$ cat config.mk
export PLATFORM = sky130hd
export DESIGN_NAME = rotary_decoder_flat
export DESIGN_NICKNAME = d
export VERILOG_FILES = /design/src/rtl/rotary_pkg.sv /design/src/rtl/rotary_decoder_if.sv /design/src/rtl/rotary_debounce.sv /design/src/rtl/rotary_decoder.sv /design/src/flat_wrapper.sv
export SDC_FILE = /design/constraint.sdc
export NUM_CORES = 1
export LEC_CHECK = 0
export CORE_MARGIN = 4
export CORE_UTILIZATION = 33
export CTS_BUF_LIST = sky130_fd_sc_hd__clkbuf_2
export CTS_CLUSTER_SIZE = 20
export DETAILED_ROUTE_END_ITERATION = 6
export DONT_BUFFER_PORTS = 1
export GPL_ROUTABILITY_DRIVEN = 0
export PLACE_DENSITY_LB_ADDON = 0.3
export SYNTH_ARGS = -nofsm -noshare
export SYNTH_HDL_FRONTEND = slang
export SYNTH_HIERARCHICAL = 1
export SYNTH_SLANG_ARGS = --single-unit
$ cat constraint.sdc
create_clock -name clk -period 4.79 [get_ports clk]
set_clock_uncertainty 0.2 [all_clocks]
set_input_delay 0.958 -clock clk [delete_from_list [all_inputs] [get_ports clk]]
set_output_delay 0.958 -clock clk [all_outputs]
set_load 0.01 [all_outputs]
$ cat src/rtl/rotary_pkg.sv
// Shared types and constants for the rotary-encoder front end.
// Latency: n/a (declarations only).
// Backpressure: n/a; every consumer is a free-running pulse sink.
package rotary_pkg;

    // Quadrature phase, encoded as the debounced {a,b} pin pair.
    typedef logic [1:0] quad_t;
    localparam quad_t Q11 = 2'b11;
    localparam quad_t Q01 = 2'b01;
    localparam quad_t Q00 = 2'b00;
    localparam quad_t Q10 = 2'b10;

    localparam quad_t DETENT = 2'b11;

    localparam int ACC_W               = 4;
    localparam int FULL_STEP           = 4;
    localparam int DEBOUNCE_CYCLES_DEF = 16;

    typedef logic signed [ACC_W-1:0] acc_t;
    localparam acc_t ACC_FULL = acc_t'(FULL_STEP);
    localparam acc_t ACC_ONE  = acc_t'(1);

    // Clockwise order 11 -> 01 -> 00 -> 10 -> 11.
    function automatic quad_t cw_next(input quad_t q);
        case (q)
            Q11:     cw_next = Q01;
            Q01:     cw_next = Q00;
            Q00:     cw_next = Q10;
            default: cw_next = Q11;
        endcase
    endfunction

    function automatic quad_t ccw_next(input quad_t q);
        case (q)
            Q11:     ccw_next = Q10;
            Q10:     ccw_next = Q00;
            Q00:     ccw_next = Q01;
            default: ccw_next = Q11;
        endcase
    endfunction

endpackage

$ cat src/rtl/rotary_decoder_if.sv
// Raw encoder pins in, one-cycle event pulses out.
// Latency: n/a (wiring only).
// Backpressure: none; pulses are fire-and-forget into the downstream queue.
interface rotary_decoder_if;
    logic rot_a;
    logic rot_b;
    logic btn;
    logic rotl;
    logic rotr;
    logic push;
    logic err;

    modport master (output rot_a, rot_b, btn, input rotl, rotr, push, err);
    modport slave  (input rot_a, rot_b, btn, output rotl, rotr, push, err);
endinterface

$ cat src/rtl/rotary_debounce.sv
// One-bit 2-flop synchroniser plus optional debounce filter (ROTARY_DEBOUNCE_EN).
// Latency: 2 cycles sync, plus CYCLES cycles when debounce is built in.
// Backpressure: none; output simply follows the filtered pin level.
module rotary_debounce
    import rotary_pkg::*;
#(
    parameter int   CYCLES  = DEBOUNCE_CYCLES_DEF,
    parameter logic RST_VAL = 1'b0
) (
    input  logic clk,
    input  logic clr,
    input  logic din,
    output logic dout
);

    if (CYCLES < 2) begin : g_cycles_check
        $error("rotary_debounce: CYCLES must be at least 2");
    end

    logic [1:0] sync_q;

    always_ff @(posedge clk or negedge clr) begin
        if (!clr) sync_q <= {2{RST_VAL}};
        else      sync_q <= {sync_q[0], din};
    end

`ifdef ROTARY_DEBOUNCE_EN
    localparam int               CNT_W    = $clog2(CYCLES);
    localparam logic [CNT_W-1:0] CNT_LAST = CNT_W'(CYCLES - 1);

    logic [CNT_W-1:0] cnt_q;
    logic             deb_q;

    // Any sample that agrees with the current level restarts the count.
    always_ff @(posedge clk or negedge clr) begin
        if (!clr) begin
            cnt_q <= '0;
            deb_q <= RST_VAL;
        end else if (sync_q[1] == deb_q) begin
            cnt_q <= '0;
        end else if (cnt_q == CNT_LAST) begin
            cnt_q <= '0;
            deb_q <= sync_q[1];
        end else begin
            cnt_q <= cnt_q + CNT_W'(1);
        end
    end

    assign dout = deb_q;
`else
    assign dout = sync_q[1];
`endif

endmodule

$ cat src/rtl/rotary_decoder.sv
// Rotary encoder front end: sync/debounce (ROTARY_DEBOUNCE_EN), quadrature decode, event pulses.
// Latency: 3 cycles pin-to-pulse, DEBOUNCE_CYCLES+3 with debounce enabled.
// Backpressure: none; rotl/rotr/push/err are single-cycle registered pulses.
module rotary_decoder
    import rotary_pkg::*;
#(
    parameter int DEBOUNCE_CYCLES = DEBOUNCE_CYCLES_DEF
) (
    input  logic             clk,
    input  logic             clr,
    rotary_decoder_if.slave  io
);

    logic a_d;
    logic b_d;
    logic btn_d;

    rotary_debounce #(.CYCLES(DEBOUNCE_CYCLES), .RST_VAL(1'b1)) u_deb_a (
        .clk(clk), .clr(clr), .din(io.rot_a), .dout(a_d)
    );
    rotary_debounce #(.CYCLES(DEBOUNCE_CYCLES), .RST_VAL(1'b1)) u_deb_b (
        .clk(clk), .clr(clr), .din(io.rot_b), .dout(b_d)
    );
    rotary_debounce #(.CYCLES(DEBOUNCE_CYCLES), .RST_VAL(1'b0)) u_deb_btn (
        .clk(clk), .clr(clr), .din(io.btn), .dout(btn_d)
    );

    quad_t ab;
    quad_t st_q;
    quad_t st_nxt;
    acc_t  acc_q;
    acc_t  acc_nxt;
    acc_t  acc_step;
    logic  rotl_nxt;
    logic  rotr_nxt;
    logic  err_nxt;
    logic  btn_prev_q;

    assign ab = {a_d, b_d};

    always_comb begin
        st_nxt   = st_q;
        acc_nxt  = acc_q;
        acc_step = acc_q;
        rotl_nxt = 1'b0;
        rotr_nxt = 1'b0;
        err_nxt  = 1'b0;
        if (ab != st_q) begin
            st_nxt = ab;
            if (ab == cw_next(st_q))
                acc_step = (acc_q == ACC_FULL) ? acc_q : acc_q + ACC_ONE;
            else if (ab == ccw_next(st_q))
                acc_step = (acc_q == -ACC_FULL) ? acc_q : acc_q - ACC_ONE;

            // A two-bit jump has no direction: flag it and drop the partial turn.
            if ((ab ^ st_q) == 2'b11) begin
                err_nxt = 1'b1;
                acc_nxt = '0;
            end else if (ab == DETENT) begin
                rotr_nxt = (acc_step == ACC_FULL);
                rotl_nxt = (acc_step == -ACC_FULL);
                acc_nxt  = '0;
            end else begin
                acc_nxt = acc_step;
            end
        end
    end

    always_ff @(posedge clk or negedge clr) begin
        if (!clr) begin
            st_q       <= Q11;
            acc_q      <= '0;
            btn_prev_q <= 1'b0;
            io.rotl    <= 1'b0;
            io.rotr    <= 1'b0;
            io.push    <= 1'b0;
            io.err     <= 1'b0;
        end else begin
            st_q       <= st_nxt;
            acc_q      <= acc_nxt;
            btn_prev_q <= btn_d;
            io.rotl    <= rotl_nxt;
            io.rotr    <= rotr_nxt;
            io.push    <= btn_d & ~btn_prev_q;
            io.err     <= err_nxt;
        end
    end

endmodule
$ cat src/flat_wrapper.sv
// flat-port wrapper written by rule: the top's interface ports become plain ports
module rotary_decoder_flat import rotary_pkg::*;
#(
    parameter int DEBOUNCE_CYCLES = DEBOUNCE_CYCLES_DEF
)
  (clk, clr, io_rot_a, io_rot_b, io_btn, io_rotl, io_rotr, io_push, io_err);
  rotary_decoder_if io_i ();
  input  logic clk;
  input  logic clr;
  input wire logic [$bits(io_i.rot_a)-1:0] io_rot_a;
  input wire logic [$bits(io_i.rot_b)-1:0] io_rot_b;
  input wire logic [$bits(io_i.btn)-1:0] io_btn;
  output wire logic [$bits(io_i.rotl)-1:0] io_rotl;
  output wire logic [$bits(io_i.rotr)-1:0] io_rotr;
  output wire logic [$bits(io_i.push)-1:0] io_push;
  output wire logic [$bits(io_i.err)-1:0] io_err;
  assign io_i.rot_a = io_rot_a;
  assign io_i.rot_b = io_rot_b;
  assign io_i.btn = io_btn;
  assign io_rotl = io_i.rotl;
  assign io_rotr = io_i.rotr;
  assign io_push = io_i.push;
  assign io_err = io_i.err;
  rotary_decoder #(.DEBOUNCE_CYCLES(DEBOUNCE_CYCLES)) u_core (.clk(clk), .clr(clr), .io(io_i));
endmodule
# == Word-level counts from Yosys, hierarchy flattened ==
# Cells that the tools add are included.
# totals
reg_bits,17
latchBits,0
mem_bits_rw,0
rom_bits,0
in_bits,5
output_inout_bits,4
elab_cells,48
mem_count,0
# op_classes
n_addsub,2
n_mul,0
n_div,0
order_cmp,0
n_eq_ne,12
n_shift,0
muxes,20
n_bitwise,3
n_reduce_logical,1
# op_table
op,count
$mux 4,7
$pmux 2 s3,2
$eq 2x2->1 const B,4
$eq 4x3->1 const B,2
$eq 4x4->1 const B,2
$mux 1,8
$mux 2,3
$add 4x2->4 const B,1
$eq 2x2->1,2
$sub 4x2->4 const B,1
$eq 2x1->1 const B,1
$logic_not 2->1,1
$ne 2x2->1,1
$xor 2x2->2,1
$and 1x1->1,1
$not 1->1,1

# == Longest topological paths before layout ==
# Gate-level depths: netlist of the first run.
# depth
ltp_word,14
mapped_depth,8
depth_no_buf,8

# == By module ==
# Netlist of the first run, hierarchy kept.
# by_module_without_submodules
module,instances,cells_each,area_per_inst_um2
rotary_decoder,1,112,887.1
rotary_debounce at u_core.u_deb_a ...,2,2,52.6
rotary_debounce at u_core.u_deb_btn,1,2,50.0

# == Worst setup path after synthesis of the first run ==
# No wires, ideal clock.
# synth_path
path_kind,flip-flop to flip-flop
from,reg u_core.st_q[1]
to,reg u_core.io.rotr
setup_ps,105
arrival_time_ps,1774
path_slack_ps,2711
path_stages_with_launch,9
cell_sequence,dfstp_2 -> buf_2 -> xor2_1 -> buf_2 -> nand3_1 -> o31ai_1 -> xnor2_1 -> nand4_1 -> nor4b_1
# synth_via
elab_chain_cells,12
elab_cells_between_ends,21
cone_classes,eq/ne: 8; mux: 11; bitwise: 1; reduce/logical: 1
# synth_lines
item,line_no,text
"start, declared",rotary_decoder.sv:29,quad_t st_q;
"start signal, assigned",rotary_decoder.sv:79,st_q <= st_nxt;
$eq 2x2->1 (tied with other cells),rotary_pkg.sv:34,case (q)
$pmux 2 s3,rotary_pkg.sv:34,
$mux 2,rotary_decoder.sv:50,if (ab == cw_next(st_q))
$mux 2,rotary_decoder.sv:48,if (ab != st_q) begin
$eq 2x2->1,rotary_decoder.sv:52,else if (ab == ccw_next(st_q))
$mux 4,rotary_decoder.sv:52,
$mux 4,rotary_decoder.sv:50,
$mux 4,rotary_decoder.sv:48,
$eq 4x4->1,rotary_decoder.sv:60,rotr_nxt = (acc_step == ACC_FULL);
$mux 1,rotary_decoder.sv:59,end else if (ab == DETENT) begin
$mux 1,rotary_decoder.sv:56,if ((ab ^ st_q) == 2'b11) begin
$mux 1 *,rotary_decoder.sv:48,
via u_core.rotr_nxt,rotary_decoder.sv:35,logic rotr_nxt;
"end signal, assigned",rotary_decoder.sv:83,io.rotr <= rotr_nxt;
"end, declared",rotary_decoder_if.sv:14,"modport slave (input rot_a, rot_b, btn, output rotl, rotr, push, err);"
# Mark *: on every way through the listed nets, which the timed path passes. The rest lies on a longest branch. The select of a mux whose other input is x is not followed.
# A chain may end at the register's enable or synchronous reset.

# == Final worst setup path of the first run ==
# Ends and elaborated chain as after synthesis.

==> impl_metrics.tcl, run 1 <==
set metrics [dict create \
    seqPwrFrac 0.535 \
    cp.arrival_ps 2680 \
    outcome "finished, final reports clean" \
    cts_buffer_depth 2 \
    hold_path.class "primary input to async pin" \
    wl_microns 2020 \
    syn_area_sq_mm 0.00104 \
    drt_first_pass_iters 4 \
    p_switching_mw 0.137 \
    clkPwrFrac 0.179 \
    synth_cells 118 \
    p_total_mw 0.361 \
    dieArea_sq_mm 0.00412 \
    endpoint_kind "register" \
    nNetsFinal 119 \
    max_cap_violations 0 \
    grt_max_degree 21 \
    fillers 317 \
    ys.flop_type "dfrtp_1" \
    synth_nets 125 \
    ys_warn_count 6 \
    async_flop_share 1.00 \
    gr-total-overflow 0 \
    fin_crit_sh 0.558 \
    power.leakage_nw 0.419 \
    cts_sinks 17 \
    ctsHtreeMaxLevel 1 \
    cp.required_ps 4790 \
    coreArea_sq_mm 0.00303 \
    clock.fmax_mhz 374 \
    fin_tns_setup_ps 0 \
    cp-start-kind "register" \
    clk_pin_slew_ps 170 \
    ys_seq_elements 17 \
    finalMaxSlewViolations 0 \
    track_usage 0.109 \
    met1Wirelength_microns 920 \
    viasPerCell 5.46 \
    grt_pass1_vias 817 \
    layout_common_cells "dfrtp_1, nor2_1, nand3_1" \
    cts_tree "yes" \
    area_delta_synth_final_pct 3.00 \
    p_int_mw 0.224 \
    setup_viol 0 \
    ctsResizeCount 0 \
    ant_nets 0 \
    topRoutingLayerUsed "met4" \
    swShare 0.379 \
    layout_min_cycle_time_ps 2680 \
    cts_setup_buffers 0 \
    io_pins 9 \
    portBuffers 0 \
    diodes 0 \
    drtIter0Drc 55 \
    critPathBufInv 0 \
    dr_wl_met3_microns 112 \
    finalHoldViolCount 0 \
    slew_headroom 0.498 \
    worstPathMaxFanout 19 \
    place_inst 151 \
    die_y_microns 64.2 \
    slowest_delay_ps 780 \
    wl_met2_microns 954 \
    dp_hpwl_microns 1430 \
    start_util 0.344 \
    cts-root-buf "clkbuf_2" \
    synth_cell_type_count 43 \
    comb_power_share 0.286 \
    powerDensity_mw_per_mm2 336 \
    layout_commonest_cell "dfrtp_1" \
    stdcell_count 155 \
    syn-mean-instance-area_sq_um 8.83 \
    drc 0 \
    wl_per_cell_microns 13.0 \
    num_rows 20 \
    postCtsHoldBufs 0 \
    cp_cell_sequence "xor2_1 > nand3_1 > o31ai_1 > xnor2_1 > nand4_1 > nor4b_1" \
    fin_area_sq_mm 0.00107 \
    die_x_microns 64.2 \
    synth_edf_count 0 \
    max-vdd-ir-drop_v 0.000159 \
    placed_area_sq_mm 0.00105 \
    clk_latency_ps 290 \
    rsz0062_at_grt "false" \
    yosysSeqAreaShare 0.415 \
    drive_above_1_share 0.117 \
    antenna_found_initial 0 \
    numCtsBuffers 3 \
    crit_family "XOR/XNOR gates" \
    worst_slew_pin_slew_ps 750 \
    slowest_stage "dfstp_2" \
    critPathKind "register to register" \
    vias 847 \
    grt_pass1_wl_microns 3560 \
]
==> synth_stat cells, types with 2 or more instances <==
library cell	count	area, sq um
a21oi_1	6	30.0
buf_2	2	10.0
clkbuf_1	8	30.0
dfrtp_1	11	275
dfstp_2	6	158
ha_1	2	25.0
inv_1	4	15.0
nand2_1	5	18.8
nand3_1	10	50.1
nand4_1	4	25.0
nor2_1	10	37.5
nor3_1	4	20.0
o21ai_0	7	35.0
o21ai_1	2	10.0
o31ai_1	2	15.0
or3_1	4	25.0
xnor2_1	4	35.0
xor2_1	2	17.5
==> routing by layer <==
layer  GRT usage  vias to the layer above
met5           0                        -
met4      0.0528                        0
met3      0.0246                        4
met2       0.174                       28
met1       0.138                      404
li1            -                      411
==> path summary, 6_finish.rpt <==
check / startpoint / end / slack [ps] / cells after the start
min in group clk: u_core/u_deb_b/sync_q[0] / u_core/u_deb_b/sync_q[1] / 170 / 0
hold reg to reg: u_core/u_deb_b/sync_q[0] / u_core/u_deb_b/sync_q[1] / 170 / 0
hold / removal: clr / u_core/acc_q[3] / 120 / 0
setup / recovery: u_core/st_q[1] / u_core/io.rotr / 2110 / 6
max in group asynchronous: clr / u_core/u_deb_a/sync_q[0] / 4100 / 0
setup reg to reg: u_core/st_q[1] / u_core/io.rotr / 2110 / 6
==> sequential cells by signal, summed over array words and instances (netlist names) <==
name and cells:
u_core/acc_q 4, u_core/btn_prev_q 1, u_core/io.err 1, u_core/io.push 1, u_core/io.rotl 1, u_core/io.rotr 1
u_core/st_q 2, u_core/u_deb_a/sync_q 2, u_core/u_deb_b/sync_q 2, u_core/u_deb_btn/sync_q 2
==> logic make-up after synthesis <==
family,count (synthesis),share of synthesized area
fa+ha+maj,2,0.0240
xor+xnor,7,0.0660
simple gates,48,0.251
compound gates,28,0.178
flops,17,0.415
buf+inv,15,0.0564
mux,1,0.00960
==> power groups by stage <==
| stage | Combinational (mW) | Clock [mW] | Sequential [mW] |
|---|---|---|---|
| 5_1_grt | 0.116 | 0.0799 | 0.196 |
| 4_1_cts | 0.103 | 0.0673 | 0.192 |
| 3_3_place_gp | 0.0999 | 0 | 0.194 |
| 3_5_place_dp | 0.102 | 0 | 0.195 |
| 6_report | 0.103 | 0.0647 | 0.193 |
| 2_1_floorplan | 0.100 | 0 | 0.174 |
==> layout make-up <==
| type | instances | area [sq um] | area share |
|---|---|---|---|
| Multi-Input combinational cell | 86 | 551 | 0.513 |
| Clock buffer | 3 | 15.0 | 0.0140 |
| Clock inverter | 1 | 5.00 | 0.00466 |
| Tap cell | 44 | 55.1 | 0.0513 |
| Sequential cell | 17 | 433 | 0.403 |
| Inverter | 4 | 15.0 | 0.0140 |
==> per-stage QoR <==
step | utilization | setup slack [ps] | hold WS, ps
after floorplan | - | 2710 | 131
after global placement | 0.348 | 2240 | 147
after detailed placement | 0.348 | 2160 | 136
after CTS | 0.355 | 2120 | 106
after global routing | 0.355 | 1920 | 47.1
final | 0.355 | 2110 | 124
No activity file was read; power rests on OpenSTA's default activity.
==> inputs of run 2 (changes only) <==
- clock period: 4.79 -> 2.55 ns (I/O delays scaled with it)
==> impl_metrics.tcl, run 2 (synthesized netlist as in run 1, its figures left out) <==
set metrics [dict create \
    endpoint_kind "register" \
    clk_latency_ps 300 \
    gr-total-overflow 0 \
    worst_slew_pin_slew_ps 738 \
    ant_nets 0 \
    worstPathMaxFanout 6 \
    viasPerCell 5.30 \
    top_register "u_core/acc_q" \
    nNetsFinal 128 \
    fin_crit_sh 0.895 \
    drc 0 \
    cp_cell_sequence "inv_1 > ha_1 > nand2_1 > nor2_1 > o31ai_2 > xnor2_1 > nand4_1 > nor4b_1" \
    cts_setup_buffers 0 \
    clk_pin_slew_ps 170 \
    powerDensity_mw_per_mm2 613 \
    cp-start-kind "register" \
    antenna_found_initial 0 \
    cts_buffer_depth 2 \
    slowest_delay_ps 510 \
    wl_per_cell_microns 12.8 \
    max_cap_violations 0 \
    dieArea_sq_mm 0.00412 \
    layout_commonest_cell "dfrtp_1" \
    largest_register_ffs 4 \
    ctsHtreeMaxLevel 1 \
    finalMaxSlewViolations 0 \
    track_usage 0.113 \
    finalHoldViolCount 0 \
    grt_pass1_vias 808 \
    die_x_microns 64.2 \
    cp.arrival_ps 2290 \
    num_rows 20 \
    stdcell_count 164 \
    drive_above_1_share 0.158 \
    power.leakage_nw 0.457 \
    io_pins 9 \
    grt_pass1_wl_microns 3750 \
    max-vdd-ir-drop_v 0.000353 \
    layout_common_cells "dfrtp_1, nor2_1, nand3_1" \
    seq_area_sq_um 433 \
    multi_input_area_sq_um 556 \
    critPathKind "register to register" \
    clock.fmax_mhz 438 \
    fin_tns_setup_ps 0 \
    cts-root-buf "clkbuf_2" \
    coreArea_sq_mm 0.00303 \
    slew_headroom 0.507 \
    grt_max_degree 19 \
    portBuffers 0 \
    diodes 0 \
    cts_sinks 17 \
    drtIter0Drc 108 \
    rsz0062_at_grt "false" \
    p_total_mw 0.710 \
    slowest_stage "dfrtp_1" \
    wl_microns 2100 \
    place_inst 156 \
    fillers 297 \
    start_util 0.344 \
    cts_tree "yes" \
    layout_min_cycle_time_ps 2280 \
    drt_first_pass_iters 4 \
    setup_viol 0 \
    numCtsBuffers 3 \
    area_delta_synth_final_pct 11.2 \
    outcome "finished, final reports clean" \
    hold_path.class "register to register" \
    vias 870 \
    cp.required_ps 2560 \
    die_y_microns 64.2 \
    dp_hpwl_microns 1480 \
]
-- run 2: per-stage QoR --
step                      instance area [sq um]  hold slack [ps]  utilization  setup slack, ps
after floorplan                            1040             14.4            -              471
after global placement                     1090             14.9        0.360              267
after detailed placement                   1090             14.9        0.360              244
after CTS                                  1150              169        0.381              201
after global routing                       1160              179        0.383             86.2
final                                      1160              167        0.383              268
-- run 2: area by class of cell --
| cell class | instances | share of cell area |
|---|---|---|
| Timing Repair Buffer | 9 | 0.0670 |
| Multi-Input combinational cell | 86 | 0.479 |
| Inverter | 4 | 0.0130 |
| Sequential cell | 17 | 0.374 |
| Tap cell | 44 | 0.0475 |
| Clock buffer | 3 | 0.0130 |
| Clock inverter | 1 | 0.00648 |
-- run 2: where the power goes --
part | internal (mW) | switching, mW
Sequential | 0.299 | 0.0406
Clock | 0.0366 | 0.0876
Combinational | 0.103 | 0.143
-- run 2: final timing paths --
kind                                           from                  endpoint  slack, ps  cells past startpoint
max in group asynchronous                       clr            u_core/io.push       1200                      1
setup / recovery                    u_core/acc_q[0]            u_core/io.rotr        270                      8
setup reg to reg                    u_core/acc_q[0]            u_core/io.rotr        270                      8
min in group asynchronous                       clr           u_core/acc_q[3]        490                      1
hold / removal             u_core/u_deb_a/sync_q[0]  u_core/u_deb_a/sync_q[1]        170                      0
hold reg to reg            u_core/u_deb_a/sync_q[0]  u_core/u_deb_a/sync_q[1]        170                      0
-- run 2: layer usage --
metal,up-vias,global-route usage,wire length (microns)
met5,-,0,0
met4,0,0.0106,0
met3,0,0.0369,125
met2,26,0.187,996
met1,414,0.149,976
li1,430,-,-
-- run 2: repair_timing --
action                                 4_1_cts  5_1_grt
setup endpoints to repair                    0        1
endpoints found under the hold margin       20        0
hold buffers                                 4        0
resized for setup                            0        1
-- run 2: worst max-delay path, delay by kind of cell, from the launching register on --
family / cells / cell delay (ps)
AND/OR/NAND/NOR: 4 / 610
flip-flops: 1 / 510
adder cells (fa/ha/maj): 1 / 300
AO/OA/AOI/OAI: 1 / 290
XOR/XNOR: 1 / 160
buffers and inverters: 1 / 130
